==> src/rtl/if_stage.sv <==
// -----------------------------------------------------------------------------
// if_stage : instruction-fetch stage of the LEGLite-Stage3 16-bit datapath.
//
// Holds the program counter and the IF/ID pipeline register. The PC drives the
// instruction memory directly. The returned word is captured into IF/ID on every
// edge that is neither stalled nor redirected.
//
// Ports
//   clock          in   1   system clock, rising-edge
//   reset_n        in   1   asynchronous active-low reset
//   iaddr          out  16  byte address to IM (= current PC, bit 0 always 0)
//   idata          in   16  instruction word from IM (combinational)
//   stall          in   1   hold PC and IF/ID this cycle
//   branch_taken   in   1   redirect to branch_target and flush IF/ID
//   branch_target  in   16  byte address of the taken branch
//   ifid_instr     out  16  registered instruction to decode
//   ifid_pc2       out  16  registered PC+2 of that instruction
//   ifid_valid     out  1   IF/ID holds a real instruction
//   fetch_count    out  16  (IF_PERF_COUNT_EN only) saturating count of fetches
//   bubble_count   out  16  (IF_PERF_COUNT_EN only) saturating count of redirects
//
// Build option
//   IF_PERF_COUNT_EN : when defined, adds the fetch_count/bubble_count outputs.
//
// Flow control: this stage has no valid/ready handshake. stall is a hold
// request from downstream. While it is high, PC and IF/ID keep their values.
// branch_taken overrides stall, so a redirect and flush always happen on the
// edge where it is seen. The stalled instruction is dropped.
// -----------------------------------------------------------------------------
module if_stage #(
  parameter logic [15:0] RESET_PC  = 16'h0000,
  parameter logic [15:0] NOP_INSTR = 16'h0000
) (
  input  logic        clock,
  input  logic        reset_n,
  output logic [15:0] iaddr,
  input  logic [15:0] idata,
  input  logic        stall,
  input  logic        branch_taken,
  input  logic [15:0] branch_target,
  output logic [15:0] ifid_instr,
  output logic [15:0] ifid_pc2,
  output logic        ifid_valid
`ifdef IF_PERF_COUNT_EN
  ,
  output logic [15:0] fetch_count,
  output logic [15:0] bubble_count
`endif
);

  logic [15:0] r_pc;
  logic [15:0] r_ifid_instr;
  logic [15:0] r_ifid_pc2;
  logic        r_ifid_valid;

  logic [15:0] w_pc_plus2;
  logic [15:0] w_target_even;
  logic        w_fetch;

  // The sum wraps modulo 2^16. FFFE + 2 returns to 0000 with no carry out.
  assign w_pc_plus2    = r_pc + 16'd2;
  // An odd target is forced even, so bit 0 of the PC can never be set.
  assign w_target_even = {branch_target[15:1], 1'b0};
  assign w_fetch       = !branch_taken && !stall;

  always_ff @(posedge clock or negedge reset_n) begin
    if (!reset_n) begin
      r_pc         <= RESET_PC;
      r_ifid_instr <= NOP_INSTR;
      r_ifid_pc2   <= 16'h0000;
      r_ifid_valid <= 1'b0;
    end else if (branch_taken) begin
      r_pc         <= w_target_even;
      r_ifid_instr <= NOP_INSTR;
      r_ifid_pc2   <= 16'h0000;
      r_ifid_valid <= 1'b0;
    end else if (!stall) begin
      r_pc         <= w_pc_plus2;
      r_ifid_instr <= idata;
      r_ifid_pc2   <= w_pc_plus2;
      r_ifid_valid <= 1'b1;
    end
  end

  assign iaddr      = r_pc;
  assign ifid_instr = r_ifid_instr;
  assign ifid_pc2   = r_ifid_pc2;
  assign ifid_valid = r_ifid_valid;

`ifdef IF_PERF_COUNT_EN
  logic [15:0] r_fetch_count;
  logic [15:0] r_bubble_count;

  // Both counters saturate at FFFF. Stalled cycles increment neither.
  always_ff @(posedge clock or negedge reset_n) begin
    if (!reset_n) begin
      r_fetch_count  <= 16'h0000;
      r_bubble_count <= 16'h0000;
    end else begin
      if (w_fetch && (r_fetch_count != 16'hFFFF))
        r_fetch_count <= r_fetch_count + 16'd1;
      if (branch_taken && (r_bubble_count != 16'hFFFF))
        r_bubble_count <= r_bubble_count + 16'd1;
    end
  end

  assign fetch_count  = r_fetch_count;
  assign bubble_count = r_bubble_count;
`else
  // Without the counters, w_fetch is used only here. The self-assignment below
  // gives it a reader, so the tools do not report it as unused.
  logic w_fetch_unused;
  assign w_fetch_unused = w_fetch;
`endif

endmodule
==> config.mk <==
export PLATFORM = sky130hd
export DESIGN_NAME = if_stage
export DESIGN_NICKNAME = d
export VERILOG_FILES = /design/src/rtl/if_stage.sv
export SDC_FILE = /design/constraint.sdc
export NUM_CORES = 1
export LEC_CHECK = 0
export BUFFER_PORTS_ARGS = -buffer_cell sky130_fd_sc_hd__buf_4
export CORE_MARGIN = 8
export CORE_UTILIZATION = 50
export CTS_CLUSTER_DIAMETER = 40
export DETAILED_ROUTE_END_ITERATION = 7
export HOLD_SLACK_MARGIN = 0.06
export PLACE_DENSITY = 0.82
export SLEW_MARGIN = 10
export SYNTH_ARGS = -nofsm -noshare
export SYNTH_HDL_FRONTEND = slang
export SYNTH_SLANG_ARGS = --single-unit
==> constraint.sdc <==
create_clock -name clock -period 1.7 [get_ports clock]
set_clock_uncertainty 0.05 [all_clocks]
set_input_delay 0.255 -clock clock [delete_from_list [all_inputs] [get_ports clock]]
set_output_delay 0.255 -clock clock [all_outputs]
set_load 0.05 [all_outputs]
==> reports/metrics.cfg <==
[global_routing]
grtUsageTotal = 0.164
grt_max_degree = 49
first_global_vias = 1988
grt_pass1_wl_um = 9570
grt_remaining_overflow = 0
grt_antenna_before_repair = 0

[routing]
totalWireLength_um = 5710
ant_nets = 0
drt_iter0_drc = 84
wl_per_cell_um = 15.3
vias_per_cell = 5.20
vias = 1939
dr.pass1.iters = 4
drc_errors = 0

[finish]
fin_nets = 355
fillers = 379
num_antenna_cells = 0
syn2layout_area_growth_pct = 34.5
post-route-util = 0.692
drive_above_1_share = 0.376

[yosys]
synth_ff_type = dfrtp_1
syn_inst = 239
async_reset_ff_frac = 1.00
synth_common_cells = 48 x dfrtp_1, 32 x nor2_1, 25 x nand2_1
synth.largest_area_cell = dfrtp_1
synth_most_common_cell = dfrtp_1
syn_avg_cell_area_um2 = 10.0
ys_warn_count = 0
synth_edf_count = 0
synth_area_leaders = dfrtp_1 50%, mux2i_1 8.4%, nor2_1 5.0%
seq_area_frac_synth = 0.501
synth_cell_type_count = 35
syn-num-nets = 276
synth_area_um2 = 2400
synth_top_area_frac = 0.501
synth_seq_cells = 48

[sta]
final.period_utilization = 0.913
tightest_slew_ns = 0.609
setup_viol = 0
setup_tns_ns = 0
period_minus_slack_ns = 1.55
holdWs_ns = 0.0995
rsz0062_at_grt = no
fmax_mhz = 644
finalHoldViolCount = 0
slew_violations = 0
slew_headroom = 0.594

[pwr]
vdd_drop_max_mv = 0.584
total_power_mw = 3.14
pwr_density_cell_nw_per_um2 = 974
p_leak_nw = 1.55

[cts]
path_clk_slew_ns = 0.09
clock_latency_ns = 0.31
clockRootBuffer = clkbuf_8
cts-buffers-inserted = 5
cts-htree-levels = 2
cts_sinks = 48
cts_tree = done
post-cts-setup-buffers = 0
cts_buffer_depth = 2

[placement]
io_buffers = 82
gp_congestion = 0.782
dpl.hpwl_um = 4180

[floorplan]
die_h_um = 85.2
start_util = 0.514
core_area_um2 = 4660
die_w_um = 85.2
die_area_um2 = 7270
ios = 85
rows = 25

[setup_path]
cp_data_required_time_ns = 1.83
endpoint_kind = flip-flop
setup.worst_path.class = flip-flop to flip-flop
critPathMaxFanout = 8
crit_path_start_kind = flip-flop
rrSetupSlack_ns = 0.15
arrival_ns = 1.69

[status]
status = finished clean

[job]
cap_violations = 0

[min_path]
hp-class = input port to flip-flop

## stage by stage
stage          instance area [um2]  setup slack (ns)  std cells
2_1_floorplan                 2420            0.0116        239
3_3_place_gp                  3070             0.129        364
3_5_place_dp                  3070             0.105        364
4_1_cts                       3220            0.0950        373
5_1_grt                       3220            0.0296        373
6_report                      3220             0.148        373
## where the power goes
group          switching (mW)  internal, mW
clock network           0.394         0.592
logic                   0.531         0.280
registers               0.111          1.23
## flip-flops by register name (all words and copies together) (netlist names)
signal,flops
ifid_valid,1
ifid_pc2,16
iaddr,15
ifid_instr,16
## layout make-up
type                       count  area (um2)  area share
multi-input combinational    166        1090       0.339
inverter                       9        33.8      0.0105
tap                           54        67.6      0.0210
clock buffer                   5        68.8      0.0213
timing repair buffer          88         676       0.210
clock inverter                 3        68.8      0.0213
sequential                    48        1220       0.377
## per-layer routing
layer,global-route usage,up-vias,wire (um)
li1,-,953,-
met1,0.190,920,2410
met2,0.271,57,2750
met3,0.0541,9,433
met4,0.0696,0,115
met5,0,-,0
## worst paths after layout
check / startpoint / end / cells past startpoint
max: iaddr[3] / iaddr[12] / 4
min: branch_target[2] / iaddr[2] / 3
max reg2reg: iaddr[3] / iaddr[12] / 4
min reg2reg: ifid_pc2[15] / ifid_pc2[15] / 2
max in group asynchronous: reset_n / iaddr[4] / 2
min in group asynchronous: reset_n / ifid_pc2[8] / 2
## worst max-delay path, cell delays in order (launching register included)
cell and delay, ns:
dfrtp_2 0.49, nand4_4 0.19, nor4_2 0.31, mux2i_1 0.28
o211ai_1 0.11
## placed cells by master (no fill, tap or decap), drive strengths merged, types with 4 or more instances in the layout
cell and count:
a21oi 12, buf 87, clkbuf 5, dfrtp 48, inv 10, mux2i 20
nand2 25, nand3 5, nand4 4, nor2 32, nor3 6, nor4 6
o21a 6, o21ai 15, xnor2 13, xor2 8
## cell families (layout without fill, tap and decap cells)
group                      Yosys count  in the layout  share of synthesized area
adders and majority gates            1              1                    0.00522
DFF                                 48             48                      0.501
xor gates and xnor gates            21             21                     0.0767
AOI/OAI and AO/OA                   37             37                     0.0892
muxes                               20             20                     0.0835
and+or+nand+nor                     86             86                      0.199
other                                1              1                    0.00156
buffers and inverters               25            105                     0.0438
## timing repair
action	4_1_cts	5_1_grt
hold buffers	1	0
endpoints found under the hold margin	48	0
gates resized for setup	0	1
endpoints found under the setup margin	0	2
Power figures use the tool's default switching activity.
